<file path="src/rtl/rgmiiulator_pkg.sv">
// Shared constants and state encodings for the MII sniffer.
// Holds the receive and UART FSM state types.
package rgmiiulator_pkg;

    localparam logic [3:0] PREAMBLE_NIB = 4'h5;
    localparam logic [3:0] SFD_NIB      = 4'hD;

    typedef enum logic [1:0] {
        IDLE,
        PRE,
        DATA,
        DROP
    } rx_state_t;

    typedef enum logic [1:0] {
        TX_IDLE,
        TX_START,
        TX_DATA,
        TX_STOP
    } tx_state_t;

endpackage

</file>
<file path="src/rtl/uart_tx_8n1.sv">
// UART 8N1 transmitter. Accepts a byte on valid&&ready and shifts it out
// LSB first; ready is raised in the last stop-bit cycle so bytes go back to back.
module uart_tx_8n1
    import rgmiiulator_pkg::*;
#(
    parameter int CLKS_PER_BIT = 16
) (
    input  logic       clk,
    input  logic       SW0,
    input  logic [7:0] data,
    input  logic       valid,
    output logic       ready,
    output logic       tx
);

    localparam int CW = (CLKS_PER_BIT > 1) ? $clog2(CLKS_PER_BIT) : 1;
    localparam logic [CW-1:0] LAST = CW'(CLKS_PER_BIT - 1);

    tx_state_t     state, state_n;
    logic [CW-1:0] cnt, cnt_n;
    logic [2:0]    bit_idx, bit_idx_n;
    logic [7:0]    shreg, shreg_n;

    always_ff @(posedge clk or negedge SW0) begin
        if (!SW0) begin
            state   <= TX_IDLE;
            cnt     <= '0;
            bit_idx <= '0;
            shreg   <= '0;
        end else begin
            state   <= state_n;
            cnt     <= cnt_n;
            bit_idx <= bit_idx_n;
            shreg   <= shreg_n;
        end
    end

    // tx decodes straight from the async-reset state, so reset idles the line at once.
    always_comb begin
        state_n   = state;
        cnt_n     = cnt;
        bit_idx_n = bit_idx;
        shreg_n   = shreg;
        ready     = 1'b0;
        tx        = 1'b1;
        case (state)
            TX_IDLE: begin
                ready = 1'b1;
                if (valid) begin
                    shreg_n = data;
                    cnt_n   = '0;
                    state_n = TX_START;
                end
            end
            TX_START: begin
                tx = 1'b0;
                if (cnt == LAST) begin
                    cnt_n     = '0;
                    bit_idx_n = '0;
                    state_n   = TX_DATA;
                end else begin
                    cnt_n = cnt + 1'b1;
                end
            end
            TX_DATA: begin
                tx = shreg[0];
                if (cnt == LAST) begin
                    cnt_n   = '0;
                    shreg_n = {1'b0, shreg[7:1]};
                    if (bit_idx == 3'd7) begin
                        state_n = TX_STOP;
                    end else begin
                        bit_idx_n = bit_idx + 3'd1;
                    end
                end else begin
                    cnt_n = cnt + 1'b1;
                end
            end
            TX_STOP: begin
                tx = 1'b1;
                if (cnt == LAST) begin
                    ready = 1'b1;
                    cnt_n = '0;
                    if (valid) begin
                        shreg_n = data;
                        state_n = TX_START;
                    end else begin
                        state_n = TX_IDLE;
                    end
                end else begin
                    cnt_n = cnt + 1'b1;
                end
            end
            default: state_n = TX_IDLE;
        endcase
    end

endmodule

</file>
<file path="src/rtl/rgmiiulator_top.sv">
// MII sniffer top: oversamples the MII RX pins, strips preamble/SFD, packs
// nibbles into bytes, buffers them in a FIFO and streams them out over UART.
module rgmiiulator_top
    import rgmiiulator_pkg::*;
#(
    parameter int CLKS_PER_BIT = 16,
    parameter int FIFO_DEPTH   = 64
) (
    input  logic       clk,
    input  logic       SW0,
    input  logic       uart_rx,
    output logic       uart_tx,
    output logic [7:0] LED,
    input  logic       rgm0_en,
    input  logic       rgm0_clk,
    input  logic [3:0] rgm0_d
);

    localparam int AW = $clog2(FIFO_DEPTH);

    logic unused_uart_rx;
    assign unused_uart_rx = uart_rx;

    // Two flops on every pin; the third clk flop only remembers the previous level.
    logic [2:0] clk_sync;
    logic [1:0] en_sync;
    logic [3:0] d_s1, d_s2;

    always_ff @(posedge clk or negedge SW0) begin
        if (!SW0) begin
            clk_sync <= '0;
            en_sync  <= '0;
            d_s1     <= '0;
            d_s2     <= '0;
        end else begin
            clk_sync <= {clk_sync[1:0], rgm0_clk};
            en_sync  <= {en_sync[0], rgm0_en};
            d_s1     <= rgm0_d;
            d_s2     <= d_s1;
        end
    end

    logic       tick;
    logic       en_s;
    logic [3:0] d_s;
    assign tick = clk_sync[1] & ~clk_sync[2];
    assign en_s = en_sync[1];
    assign d_s  = d_s2;

    rx_state_t  rx_state, rx_state_n;
    logic [7:0] byte_cnt, byte_cnt_n;
    logic       half, half_n;
    logic [3:0] lo_nib, lo_nib_n;
    logic       push_valid, push_valid_n;
    logic [7:0] push_data, push_data_n;
    logic [7:0] led_q, led_n;

    always_ff @(posedge clk or negedge SW0) begin
        if (!SW0) begin
            rx_state   <= IDLE;
            byte_cnt   <= '0;
            half       <= 1'b0;
            lo_nib     <= '0;
            push_valid <= 1'b0;
            push_data  <= '0;
            led_q      <= '0;
        end else begin
            rx_state   <= rx_state_n;
            byte_cnt   <= byte_cnt_n;
            half       <= half_n;
            lo_nib     <= lo_nib_n;
            push_valid <= push_valid_n;
            push_data  <= push_data_n;
            led_q      <= led_n;
        end
    end

    always_comb begin
        rx_state_n   = rx_state;
        byte_cnt_n   = byte_cnt;
        half_n       = half;
        lo_nib_n     = lo_nib;
        push_valid_n = 1'b0;
        push_data_n  = push_data;
        led_n        = led_q;
        if (tick) begin
            case (rx_state)
                IDLE: begin
                    if (en_s && d_s == PREAMBLE_NIB) rx_state_n = PRE;
                end
                PRE: begin
                    if (!en_s) begin
                        rx_state_n = IDLE;
                    end else if (d_s == SFD_NIB) begin
                        rx_state_n = DATA;
                        byte_cnt_n = '0;
                        half_n     = 1'b0;
                    end else if (d_s != PREAMBLE_NIB) begin
                        rx_state_n = DROP;
                    end
                end
                DATA: begin
                    if (!en_s) begin
                        led_n      = byte_cnt;
                        rx_state_n = IDLE;
                    end else if (!half) begin
                        lo_nib_n = d_s;
                        half_n   = 1'b1;
                    end else begin
                        half_n       = 1'b0;
                        push_valid_n = 1'b1;
                        push_data_n  = {d_s, lo_nib};
                        if (byte_cnt != 8'hFF) byte_cnt_n = byte_cnt + 8'd1;
                    end
                end
                DROP: begin
                    if (!en_s) rx_state_n = IDLE;
                end
                default: rx_state_n = IDLE;
            endcase
        end
    end

    assign LED = led_q;

    // FIFO -> UART handshake: a byte moves on any cycle where valid (FIFO
    // non-empty) and ready (transmitter can load) are both high; data is held
    // stable until then, and valid never depends on ready.
    logic [7:0]  mem [FIFO_DEPTH];
    logic [AW:0] wr_ptr, rd_ptr;
    logic        empty, full, pop, push, tx_ready;

    assign empty = (wr_ptr == rd_ptr);
    assign full  = (wr_ptr[AW] != rd_ptr[AW]) && (wr_ptr[AW-1:0] == rd_ptr[AW-1:0]);
    assign pop   = !empty && tx_ready;
    assign push  = push_valid && (!full || pop);

    always_ff @(posedge clk) begin
        if (push) mem[wr_ptr[AW-1:0]] <= push_data;
    end

    always_ff @(posedge clk or negedge SW0) begin
        if (!SW0) begin
            wr_ptr <= '0;
            rd_ptr <= '0;
        end else begin
            if (push) wr_ptr <= wr_ptr + 1'b1;
            if (pop)  rd_ptr <= rd_ptr + 1'b1;
        end
    end

    uart_tx_8n1 #(
        .CLKS_PER_BIT(CLKS_PER_BIT)
    ) u_tx (
        .clk  (clk),
        .SW0  (SW0),
        .data (mem[rd_ptr[AW-1:0]]),
        .valid(!empty),
        .ready(tx_ready),
        .tx   (uart_tx)
    );

endmodule

</file>
<file path="config.mk">
export PLATFORM = sky130hd
export DESIGN_NAME = rgmiiulator_top
export DESIGN_NICKNAME = d
export VERILOG_FILES = /design/src/rtl/rgmiiulator_pkg.sv /design/src/rtl/uart_tx_8n1.sv /design/src/rtl/rgmiiulator_top.sv
export SDC_FILE = /design/constraint.sdc
export NUM_CORES = 1
export LEC_CHECK = 0
export ABC_AREA = 1
export CELL_PAD_IN_SITES_DETAIL_PLACEMENT = 1
export CELL_PAD_IN_SITES_GLOBAL_PLACEMENT = 2
export CORE_MARGIN = 4
export CORE_UTILIZATION = 46
export CTS_BUF_LIST = sky130_fd_sc_hd__clkbuf_4 sky130_fd_sc_hd__clkbuf_8 sky130_fd_sc_hd__clkbuf_16
export DETAILED_ROUTE_END_ITERATION = 12
export PLACE_DENSITY = 0.84
export SKIP_LAST_GASP = 1
export SYNTH_ARGS = -nofsm -noshare
export SYNTH_HDL_FRONTEND = slang
export SYNTH_SLANG_ARGS = --single-unit
</file>
<file path="constraint.sdc">
create_clock -name clk -period 6.6 [get_ports clk]
set_input_delay 0.99 -clock clk [delete_from_list [all_inputs] [get_ports clk]]
set_output_delay 0.99 -clock clk [all_outputs]
set_load 0.03 [all_outputs]
</file>
==> reports/qor.tcl, run 1 <==
set qor(outcome) {finished clean}
set qor(setup-violations-final) 0
set qor(timing_max_transition_violations_final) 0
set qor(grt_setup_unrepaired) {false}
set qor(average_instance_area_after_synthesis_sq_um) 10.61
set qor(wirelength_um) 68120
set qor(chipWidth_um) 240.9
set qor(via_to_cell_ratio) 5.479
set qor(post_synth_main_area_contributors) {sky130_fd_sc_hd__edfxtp_1 (62%), sky130_fd_sc_hd__nand2_1 (9.6%), sky130_fd_sc_hd__dfrtp_1 (7.6%)}
set qor(finalHoldViolations) 0
set qor(cell_internal_pwr_uw) 7149
set qor(reg2reg_from) {rd_ptr[0]}
set qor(finish.utilization_pct) 51.70
set qor(grt.overflow.total) 0
set qor(clk_path_buf_depth) 3
set qor(layoutNonFillerInstCount) 3090
set qor(yosysUniqueCellTypes) 39
set qor(initial_utilization_pct) 46.45
set qor(cts_root_buffer) {sky130_fd_sc_hd__clkbuf_16}
set qor(area.growth.synth_to_final_pct) 11.31
set qor(maximum_number_of_pins_on_one_net_before_global_route_repair) 98
set qor(grt_antenna_before_repair) 0
set qor(whs_ns) 0.2251
set qor(tritoncts) {done}
set qor(critical_path.startpoint_type) {flip-flop}
set qor(power_frac_comb_pct) 27.9
set qor(cts.repair.resized) 0
set qor(synth.cell_area_sq_um) 24950
set qor(power.static_leakage_uw) 0.01048
set qor(maximum_vdd_drop_v) 0.0002143
set qor(layout_worst_path_cycle_share_pct) 62.17
set qor(number_of_global_route_vias_before_repair) 17740
set qor(setup.worst_path.end) {mem[37][2]}
set qor(clock_insertion_delay_worst_skew_ns) 0.60
set qor(mappedNetlistNets) 2371
set qor(detail_route.wl_per_cell_um) 22.05
set qor(crit_path_end_kind) {flip-flop}
set qor(ant_nets) 0
set qor(switching_pwr_uw) 3948
set qor(cap_violations) 0
set qor(dpl-instance-area_sq_um) 25620
set qor(critPathRequiredTime_ns) 6.81
set qor(path_clk_slew_ns) 0.06
set qor(swShare_pct) 35.57
set qor(place.detailed.instances) 2975
set qor(die-area_sq_um) 58020
set qor(hpwlAfterDp_um) 40190
set qor(clkPwrFrac_pct) 32.7
set qor(clock-skew-final_ns) 0.02641
set qor(slew_headroom_pct) 28.66
set qor(rows) 85
set qor(fin_area_sq_um) 27770
set qor(post_synth_inst_count) 2351
set qor(antennaDiodeCount) 0
set qor(worstPathArrival_ns) 4.32
set qor(synthDominantCellAreaShare_pct) 61.63
set qor(synth.ff_latch_count) 588
set qor(critPathKind) {flip-flop to flip-flop}
set qor(post_route_cells_drive_above_1_share_pct) 7.059
set qor(core_sq_um) 53710
set qor(gp_congestion) 0.8731
set qor(power_per_standard_cell_area_nw_per_um2) 399.6
set qor(synth-seq-area-share_pct) 69.26
set qor(h-tree-depth) 3
set qor(reg2reg_slack_ns) 2.50
set qor(highest_attainable_clock_frequency_mhz) 243.7
set qor(first_pass_iters) 5
set qor(synthesis.yosys.warnings) 0
set qor(filler_cell_count) 5750
set qor(final.setup.tns_ns) 0
set qor(global_route_wire_length_before_repair_um) 103900
set qor(drt_first_iter_violations) 1231
set qor(gr-usage-all-layers_pct) 23.79
set qor(timing_worst_slew_pin_value_ns) 1.066
set qor(synth_area_leader_cell) {sky130_fd_sc_hd__edfxtp_1}
set qor(post-route-drc-count) 0
set qor(chipHeight_um) 240.9
set qor(cp-startpoint) {rd_ptr[0]}
set qor(seq_power_share_pct) 39.4
set qor(cts-hold-fix-buffers) 0
set qor(postCtsSetupBuffers) 0
set qor(numCtsBuffers) 66
set qor(worst_r2r_endpoint) {mem[37][2]}
set qor(nNetsFinal) 2367
set qor(vias) 16930
set qor(worstRegToRegCells) 11
set qor(timing.critical_path.fanout_max) 97
set qor(boundaryPins) 18
set qor(portBuffers) 16
set qor(timing.hold.worst.class) {input pin to async pin}
set qor(clock_sink_count) 588
set qor(post-route-min-period_ns) 4.104
==> power by group through the flow <==
stage	Sequential [uW]	Clock (uW)	Combinational, uW
5_1_grt	4390	3860	3480
2_1_floorplan	4320	0	2190
3_5_place_dp	4450	0	3110
4_1_cts	4370	3690	3130
6_report	4370	3630	3100
3_3_place_gp	4440	0	3000
==> cell type report <==
class                           count  area (sq um)  share of cell area [%]
Clock inverter                     22         178.9                  0.6444
Clock buffer                       93          1967                   7.084
Timing Repair Buffer               38         322.8                   1.163
Inverter                          199         755.7                   2.722
Multi-Input combinational cell   1454          6377                   22.97
Tap cell                          696         870.8                   3.136
Sequential cell                   588         17290                   62.28
==> kinds of logic (layout without fill, tap and decap cells) <==
family | after synthesis | count (layout) | share of synthesized area (%)
mux | 1 | 1 | 0.04514
fa+ha+maj | 11 | 11 | 0.5517
compound gates | 222 | 222 | 4.775
flops | 588 | 588 | 69.26
xor+xnor | 13 | 13 | 0.4564
simple gates | 1207 | 1207 | 19.72
buf+inv | 309 | 352 | 5.196
==> sequential cells by signal, summed over array words and instances (netlist names), 4 cells and up <==
name / cells
mem: 512
rd_ptr: 7
lo_nib: 4
d_s: 4
u_tx.shreg: 8
LED: 8
push_data: 8
wr_ptr: 7
byte_cnt: 8
d_s1: 4
u_tx.cnt: 4
==> layout by cell type, fill, tap and decap left out, types with 3 or more instances in the layout <==
cell                              Yosys  final
sky130_fd_sc_hd__clkdlybuf4s50_1      0     15
sky130_fd_sc_hd__and3_1               6      6
sky130_fd_sc_hd__nor2_1             323    323
sky130_fd_sc_hd__clkinv_1             2      9
sky130_fd_sc_hd__o211ai_1            21     21
sky130_fd_sc_hd__clkbuf_8             0      4
sky130_fd_sc_hd__clkbuf_4             0     18
sky130_fd_sc_hd__xnor2_1              3      3
sky130_fd_sc_hd__dfrtp_1             76     66
sky130_fd_sc_hd__inv_2                8      6
sky130_fd_sc_hd__dfrtp_2              0      8
sky130_fd_sc_hd__clkinv_2             0      6
sky130_fd_sc_hd__a21oi_1             30     30
sky130_fd_sc_hd__nand2_1            641    641
sky130_fd_sc_hd__o21ai_1              8      8
sky130_fd_sc_hd__nor3_1               3      3
sky130_fd_sc_hd__clkinv_4             0      4
sky130_fd_sc_hd__xor2_1              10     10
sky130_fd_sc_hd__or2_2                4      4
sky130_fd_sc_hd__nand3_1            209    209
sky130_fd_sc_hd__nand4_1              8      8
sky130_fd_sc_hd__o21ai_0            156    156
sky130_fd_sc_hd__inv_1              188    188
sky130_fd_sc_hd__clkbuf_16            0     71
sky130_fd_sc_hd__edfxtp_1           512    512
sky130_fd_sc_hd__ha_1                11     11
sky130_fd_sc_hd__buf_4                9     23
sky130_fd_sc_hd__inv_6                0      3
==> per-layer routing <==
layer	global-route usage (%)	up-vias	wire length, um
li1	-	7845	-
met1	30.88	8577	28690
met2	40.76	391	33800
met3	3.474	118	3131
met4	9.477	0	2501
met5	0	-	0
==> through the flow <==
step / total power, uW / setup slack [ns]
5_1_grt: 11730 / 2.194
3_3_place_gp: 7441 / 2.537
3_5_place_dp: 7553 / 2.433
6_report: 11100 / 2.496
2_1_floorplan: 6512 / 4.326
4_1_cts: 11190 / 2.395
==> worst min path at each step <==
stage / to / from / slack, ns
after detailed placement: d_s[3] / d_s1[3] / 0.34
after floorplan: clk_sync[1] / clk_sync[0] / 0.33
after global routing: LED[5] / SW0 / 0.22
after global placement: en_sync[1] / en_sync[0] / 0.33
after CTS: u_tx.state[0] / SW0 / 0.20
final: u_tx.state[0] / SW0 / 0.23
==> synth_stat cells (all sizes together) <==
cell / n
nand3b: 1
ha: 11
o21ai: 165
nand2: 645
mux2: 1
inv: 197
a31oi: 1
clkbuf: 24
clkinv: 2
a32o: 2
o31ai: 1
or2: 4
xnor2: 3
a21oi: 30
o211ai: 21
nand4: 9
nand3: 211
edfxtp: 512
dfrtp: 76
nor2: 326
nor3: 5
and3: 6
buf: 86
xor2: 10
a211oi: 2
==> worst max-delay path, stage by stage (launching register included) <==
cell,delay [ns]
sky130_fd_sc_hd__dfrtp_4,0.73
sky130_fd_sc_hd__inv_6,0.66
sky130_fd_sc_hd__nand2_1,0.11
sky130_fd_sc_hd__nand4_1,0.14
sky130_fd_sc_hd__nor2_2,0.06
sky130_fd_sc_hd__nand2_2,0.16
sky130_fd_sc_hd__nand2_4,0.10
sky130_fd_sc_hd__nand2_2,0.10
sky130_fd_sc_hd__nand2_4,0.07
sky130_fd_sc_hd__inv_4,0.17
sky130_fd_sc_hd__nand2_1,0.52
sky130_fd_sc_hd__nor2_1,0.85
(Power assumes the default switching activity.)
==> run 2, diff against run 1 <==
Settings changed: CORE_UTILIZATION 46 to 43, PLACE_DENSITY 0.84 to 0.79.
Clock period 6.6 ns to 3.9 ns, I/O delays scaled along.
==> run 2 against run 1 <==
Against the previous run: clock-buffer cell count down 4; cell count up 3.9%; sequential power up 68%; first-iteration DRC count down 2.5%; power up 68%; sequential cell count unchanged; clock power up 63%; register-to-register slack worse by 1.7 ns; critical path depth down 5; sequential share of layout area down 0.93 points; routed wire length down 0.65%; clock skew down 0.014 ns; largest cell class unchanged.
==> reports/qor.tcl, run 2 (synthesized netlist as in run 1, its figures left out) <==
set qor(highest_attainable_clock_frequency_mhz) 305.5
set qor(post-route-worst-setup-slack_ns) 0.6267
set qor(global_route.usage.met2_pct) 37.86
set qor(postCtsSetupBuffers) 0
set qor(timing.hold.worst.class) {input pin to async pin}
set qor(tritoncts) {done}
set qor(cap_violations) 0
set qor(post-route-min-period_ns) 3.273
set qor(timing_max_transition_violations_final) 0
set qor(global_route_wire_length_before_repair_um) 105400
set qor(maximum_number_of_pins_on_one_net_before_global_route_repair) 129
set qor(vias) 16980
set qor(worstPathArrival_ns) 2.69
set qor(antennaDiodeCount) 0
set qor(maximum_vdd_drop_v) 0.0005356
set qor(gr-usage-all-layers_pct) 21.84
set qor(critical_path.startpoint_type) {flip-flop}
set qor(cts-hold-fix-buffers) 0
set qor(detail_route.wl_per_cell_um) 21.08
set qor(nNetsFinal) 2413
set qor(path_cells) {inv_1, ha_1, nor2_1, inv_1, nand2_1, clkdlybuf4s50_1}
set qor(slowest_delay_ns) 0.61
set qor(critPathRequiredTime_ns) 3.31
set qor(p_total_uw) 18650
set qor(cp.buffers_inverters) 3
set qor(timing_worst_slew_pin_value_ns) 1.126
set qor(portBuffers) 16
set qor(chipHeight_um) 248.9
set qor(most_used_cells_in_the_layout_excluding_fill_and_tap_cells) {sky130_fd_sc_hd__nand2_1 (641), sky130_fd_sc_hd__edfxtp_1 (512), sky130_fd_sc_hd__nor2_1 (323), sky130_fd_sc_hd__nand3_1 (209), sky130_fd_sc_hd__inv_1 (188)}
set qor(grt.overflow.total) 0
set qor(post_route_cells_drive_above_1_share_pct) 8.957
set qor(chipWidth_um) 248.9
set qor(core_sq_um) 57590
set qor(number_of_global_route_vias_before_repair) 17880
set qor(largest_reg_flops) 512
set qor(grt_setup_unrepaired) {false}
set qor(setup-violations-final) 0
set qor(worst_path_dominant_cell_family) {buffers and inverters}
set qor(timing.critical_path.fanout_max) 12
set qor(finalHoldViolations) 0
set qor(power.static_leakage_uw) 0.01073
set qor(post-route-drc-count) 0
set qor(hpwlAfterDp_um) 41560
set qor(timing.critical_path.mode_cell) {sky130_fd_sc_hd__inv_1}
set qor(path_clk_slew_ns) 0.06
set qor(cts_root_buffer) {sky130_fd_sc_hd__clkbuf_16}
set qor(globalRoute.busiestLayer) {met2}
set qor(final.setup.tns_ns) 0
set qor(drt_first_iter_violations) 1200
set qor(layout_worst_path_cycle_share_pct) 83.93
set qor(first_pass_iters) 5
set qor(met3_track_usage_gr_pct) 2.871
set qor(die-area_sq_um) 61930
set qor(ant_nets) 0
set qor(slew_headroom_pct) 24.92
set qor(initial_utilization_pct) 43.32
set qor(worst_path_max_delay_cell) {sky130_fd_sc_hd__ha_1}
set qor(critPathKind) {flip-flop to primary output}
set qor(boundaryPins) 18
set qor(numCtsBuffers) 61
set qor(power_per_standard_cell_area_nw_per_um2) 661.5
set qor(rows) 88
set qor(via_to_cell_ratio) 5.288
set qor(preCtsSetupSlack_ns) 0.7818
set qor(grt_util_met1_pct) 28.86
set qor(area.growth.synth_to_final_pct) 13.00
set qor(outcome) {finished clean}
set qor(grt_antenna_before_repair) 0
set qor(commonest_non_fill_non_tap_cell_in_the_layout) {sky130_fd_sc_hd__nand2_1}
set qor(clock_sink_count) 588
set qor(clk_path_buf_depth) 3
set qor(clock_insertion_delay_worst_skew_ns) 0.63
set qor(cts.repair.resized) 0
set qor(wirelength_um) 67680
set qor(crit_path_end_kind) {primary output}
set qor(h-tree-depth) 2
set qor(whs_ns) 0.1155
set qor(gp_congestion) 0.8059
set qor(clock-skew-final_ns) 0.01203
==> run 2: changes by cell type in the layout (fill, tap and decap cells not counted), sizes merged <==
cell,change
buf,+51
clkinv,+3
bufinv,+2
clkbuf,-4
clkinvlp,-1
==> run 2: layer usage <==
layer,routed length [um],part of all wire [%]
met1,29340,43
met2,33630,50
met3,2691,4.0
met4,2027,3.0
met5,0,0
==> run 2: path summary, 6_finish.rpt <==
check / from / endpoint / slack [ns] / depth (start not counted)
min in group clk: d_s1[0] / d_s[0] / 0.34 / 0
hold / removal: SW0 / u_tx.cnt[1] / 0.12 / 1
setup reg to reg: rd_ptr[0] / mem[19][0] / 0.78 / 11
setup / recovery: u_tx.state[0] / uart_tx / 0.63 / 6
hold reg to reg: d_s1[0] / d_s[0] / 0.34 / 0
max in group asynchronous: SW0 / rd_ptr[1] / 3.01 / 1
==> run 2: worst reg2reg max path: stages, from the launching register on <==
cell and delay [ns]:
sky130_fd_sc_hd__dfrtp_4 0.67, sky130_fd_sc_hd__inv_6 0.16, sky130_fd_sc_hd__nand2_1 0.06, sky130_fd_sc_hd__nand4_1 0.10, sky130_fd_sc_hd__nor2_2 0.05, sky130_fd_sc_hd__nand2_2 0.12
sky130_fd_sc_hd__nand2_4 0.09, sky130_fd_sc_hd__nand2_2 0.10, sky130_fd_sc_hd__nand2_4 0.07, sky130_fd_sc_hd__inv_4 0.16, sky130_fd_sc_hd__nand2_1 0.39, sky130_fd_sc_hd__nor2_1 0.76
==> run 2: per-stage QoR <==
stage	std cells	util, %	cell area [sq um]
2_1_floorplan	2351	-	24950
3_5_place_dp	3095	45.39	26140
4_1_cts	3210	48.95	28190
6_report	3210	48.95	28190
3_3_place_gp	3095	45.39	26140
5_1_grt	3210	48.95	28190
==> run 2: cell type report <==
| class | count | area, sq um |
|---|---|---|
| Clock buffer | 89 | 1815 |
| Clock inverter | 26 | 232.7 |
| Fill cell | 6184 | 29400 |
| Inverter | 199 | 755.7 |
| Multi-Input combinational cell | 1454 | 6377 |
| Sequential cell | 588 | 17290 |
| Tap cell | 765 | 957.2 |
| Timing Repair Buffer | 89 | 755.7 |
==> run 2: power breakdown <==
part | leakage (uW) | switching (uW) | internal [uW]
clock | 0.00104 | 2430 | 3480
sequential | 0.00473 | 276 | 7040
combinational | 0.00496 | 3960 | 1460
==> run 3, diff against run 2 <==
Clock period 3.9 ns to 3.4 ns, I/O delays scaled along.
==> run 3 against run 2 <==
Against the previous run: critical path depth decreased by 1; sequential power rose by 14%; final area shrank 0.16%; hold slack improved by 0.21 ns; via count is 0.42% lower; first-iteration DRC count is 12% higher; clock skew increased by 0.010 ns; non-clock buffer count decreased by 2; clock power is 12% higher; sequential cell count stayed put; global-route usage is 0.23 points higher; routed wire length is 1.5% higher.
==> reports/qor.tcl, run 3 (synthesized netlist as in run 1, its figures left out) <==
set qor(outcome) {finished clean}
set qor(filler_cell_count) 6154
set qor(boundaryPins) 18
set qor(timing_max_transition_violations_final) 0
set qor(cts.repair.resized) 0
set qor(vias) 16900
set qor(reg2reg_slack_ns) 0.26
set qor(gr-usage-all-layers_pct) 22.07
set qor(path_clk_slew_ns) 0.06
set qor(antennaDiodeCount) 0
set qor(slowest_delay_ns) 0.68
set qor(global_route_wire_length_before_repair_um) 106300
set qor(postCtsSetupBuffers) 0
set qor(layout_worst_path_cycle_share_pct) 94.51
set qor(highest_attainable_clock_frequency_mhz) 311.2
set qor(post_route_cells_drive_above_1_share_pct) 8.244
set qor(largest_reg_flops) 512
set qor(most_used_cells_in_the_layout_excluding_fill_and_tap_cells) {sky130_fd_sc_hd__nand2_1 (641), sky130_fd_sc_hd__edfxtp_1 (512), sky130_fd_sc_hd__nor2_1 (323), sky130_fd_sc_hd__nand3_1 (209), sky130_fd_sc_hd__inv_1 (188)}
set qor(wirelength_um) 68730
set qor(critical_path.startpoint_type) {flip-flop}
set qor(worst_path_max_delay_cell) {sky130_fd_sc_hd__clkdlybuf4s50_1}
set qor(slew_headroom_pct) 36.42
set qor(number_of_global_route_vias_before_repair) 17870
set qor(critPathKind) {flip-flop to primary output}
set qor(detail_route.wl_per_cell_um) 21.46
set qor(cap_violations) 0
set qor(cts-hold-fix-buffers) 1
set qor(initial_utilization_pct) 43.32
set qor(post-route-drc-count) 0
set qor(final.setup.tns_ns) 0
set qor(drt_first_iter_violations) 1342
set qor(first_pass_iters) 5
set qor(grt_antenna_before_repair) 0
set qor(clk_path_buf_depth) 3
set qor(commonest_non_fill_non_tap_cell_in_the_layout) {sky130_fd_sc_hd__nand2_1}
set qor(finalHoldViolations) 0
set qor(clock_insertion_delay_worst_skew_ns) 0.63
set qor(h-tree-depth) 2
set qor(gp_congestion) 0.8620
set qor(hpwlAfterDp_um) 41780
set qor(chipHeight_um) 248.9
set qor(maximum_vdd_drop_v) 0.0008818
set qor(path_cells) {inv_1, ha_1, nand2_1, nand2_1, clkdlybuf4s50_1}
set qor(chipWidth_um) 248.9
set qor(timing.critical_path.fanout_max) 12
set qor(grt.overflow.total) 0
set qor(critPathRequiredTime_ns) 2.89
set qor(cp.buffers_inverters) 2
set qor(worst_path_dominant_cell_family) {buffers and inverters}
set qor(setup-violations-final) 0
set qor(grt_setup_unrepaired) {false}
set qor(crit_path_end_kind) {primary output}
set qor(clock-skew-final_ns) 0.02202
set qor(power_per_standard_cell_area_nw_per_um2) 758.7
set qor(ant_nets) 0
set qor(post-route-min-period_ns) 3.213
set qor(power.static_leakage_uw) 0.01067
set qor(maximum_number_of_pins_on_one_net_before_global_route_repair) 149
set qor(cts_root_buffer) {sky130_fd_sc_hd__clkbuf_16}
set qor(via_to_cell_ratio) 5.278
set qor(timing.hold.worst.class) {input pin to flip-flop}
set qor(timing_worst_slew_pin_value_ns) 0.9536
set qor(numCtsBuffers) 60
set qor(worstPathArrival_ns) 2.70
set qor(die-area_sq_um) 61930
set qor(portBuffers) 16
set qor(tritoncts) {done}
set qor(p_total_uw) 21350
set qor(core_sq_um) 57590
set qor(rows) 88
set qor(clock_sink_count) 588
set qor(timing.critical_path.mode_cell) {sky130_fd_sc_hd__nand2_1}
set qor(nNetsFinal) 2410
set qor(area.growth.synth_to_final_pct) 12.83
-- run 3: cell types whose count changed in the layout (fill, tap and decap cells not counted), sizes merged --
| cell | delta |
|---|---|
| clkbuf | -15 |
| clkinv | +9 |
| buf | -3 |
| clkinvlp | +1 |
| dlygate4sd3 | +1 |
| bufinv | +2 |
| inv | -2 |
-- run 3: final timing paths --
check / end / start / cells after the start
worst min-delay path: d_s1[3] / rgm0_d[3] / 1
worst max register to register: mem[17][7] / u_tx.cnt[1] / 11
min in group asynchronous: u_tx.cnt[3] / SW0 / 2
worst max-delay path: uart_tx / u_tx.state[0] / 5
worst min register to register: d_s[2] / d_s1[2] / 0
max in group asynchronous: rd_ptr[1] / SW0 / 3
-- run 3: per-stage QoR --
| step | hold WS, ns | cell area (sq um) | setup WS [ns] | cells | utilization [%] |
|---|---|---|---|---|---|
| 2_1_floorplan | 0.2144 | 24950 | 1.163 | 2351 | - |
| 3_3_place_gp | 0.3314 | 26150 | 0.3585 | 3092 | 45.42 |
| 3_5_place_dp | 0.3363 | 26150 | 0.2316 | 3092 | 45.42 |
| 4_1_cts | 0.2935 | 28140 | 0.1882 | 3203 | 48.87 |
| 5_1_grt | 0.3072 | 28140 | 0.03961 | 3203 | 48.87 |
| 6_report | 0.3255 | 28140 | 0.1866 | 3203 | 48.87 |
-- run 3: power breakdown --
part,leakage (uW),total [uW],switching [uW],internal [uW]
clock network,0.000980,6620,2740,3880
logic,0.00496,6410,4710,1700
registers,0.00473,8320,243,8080
-- run 3: layout make-up --
class | instances | area [sq um] | area share [%]
inverter | 199 | 755.7 | 2.685
clock inverter | 36 | 327.8 | 1.165
multi-input combinational | 1454 | 6372 | 22.64
clock buffer | 74 | 1654 | 5.877
timing repair buffer | 87 | 780.7 | 2.774
tap | 765 | 957.2 | 3.401
sequential | 588 | 17300 | 61.46
-- run 3: metal layers --
metal  global-route usage, %  part of all wire, %  vias up
li1                        -                    -     7919
met1                   30.61                   45     8585
met2                   37.40                   49      314
met3                   3.111                  4.4       86
met4                   5.001                  2.1        0
met5                       0                    0        -
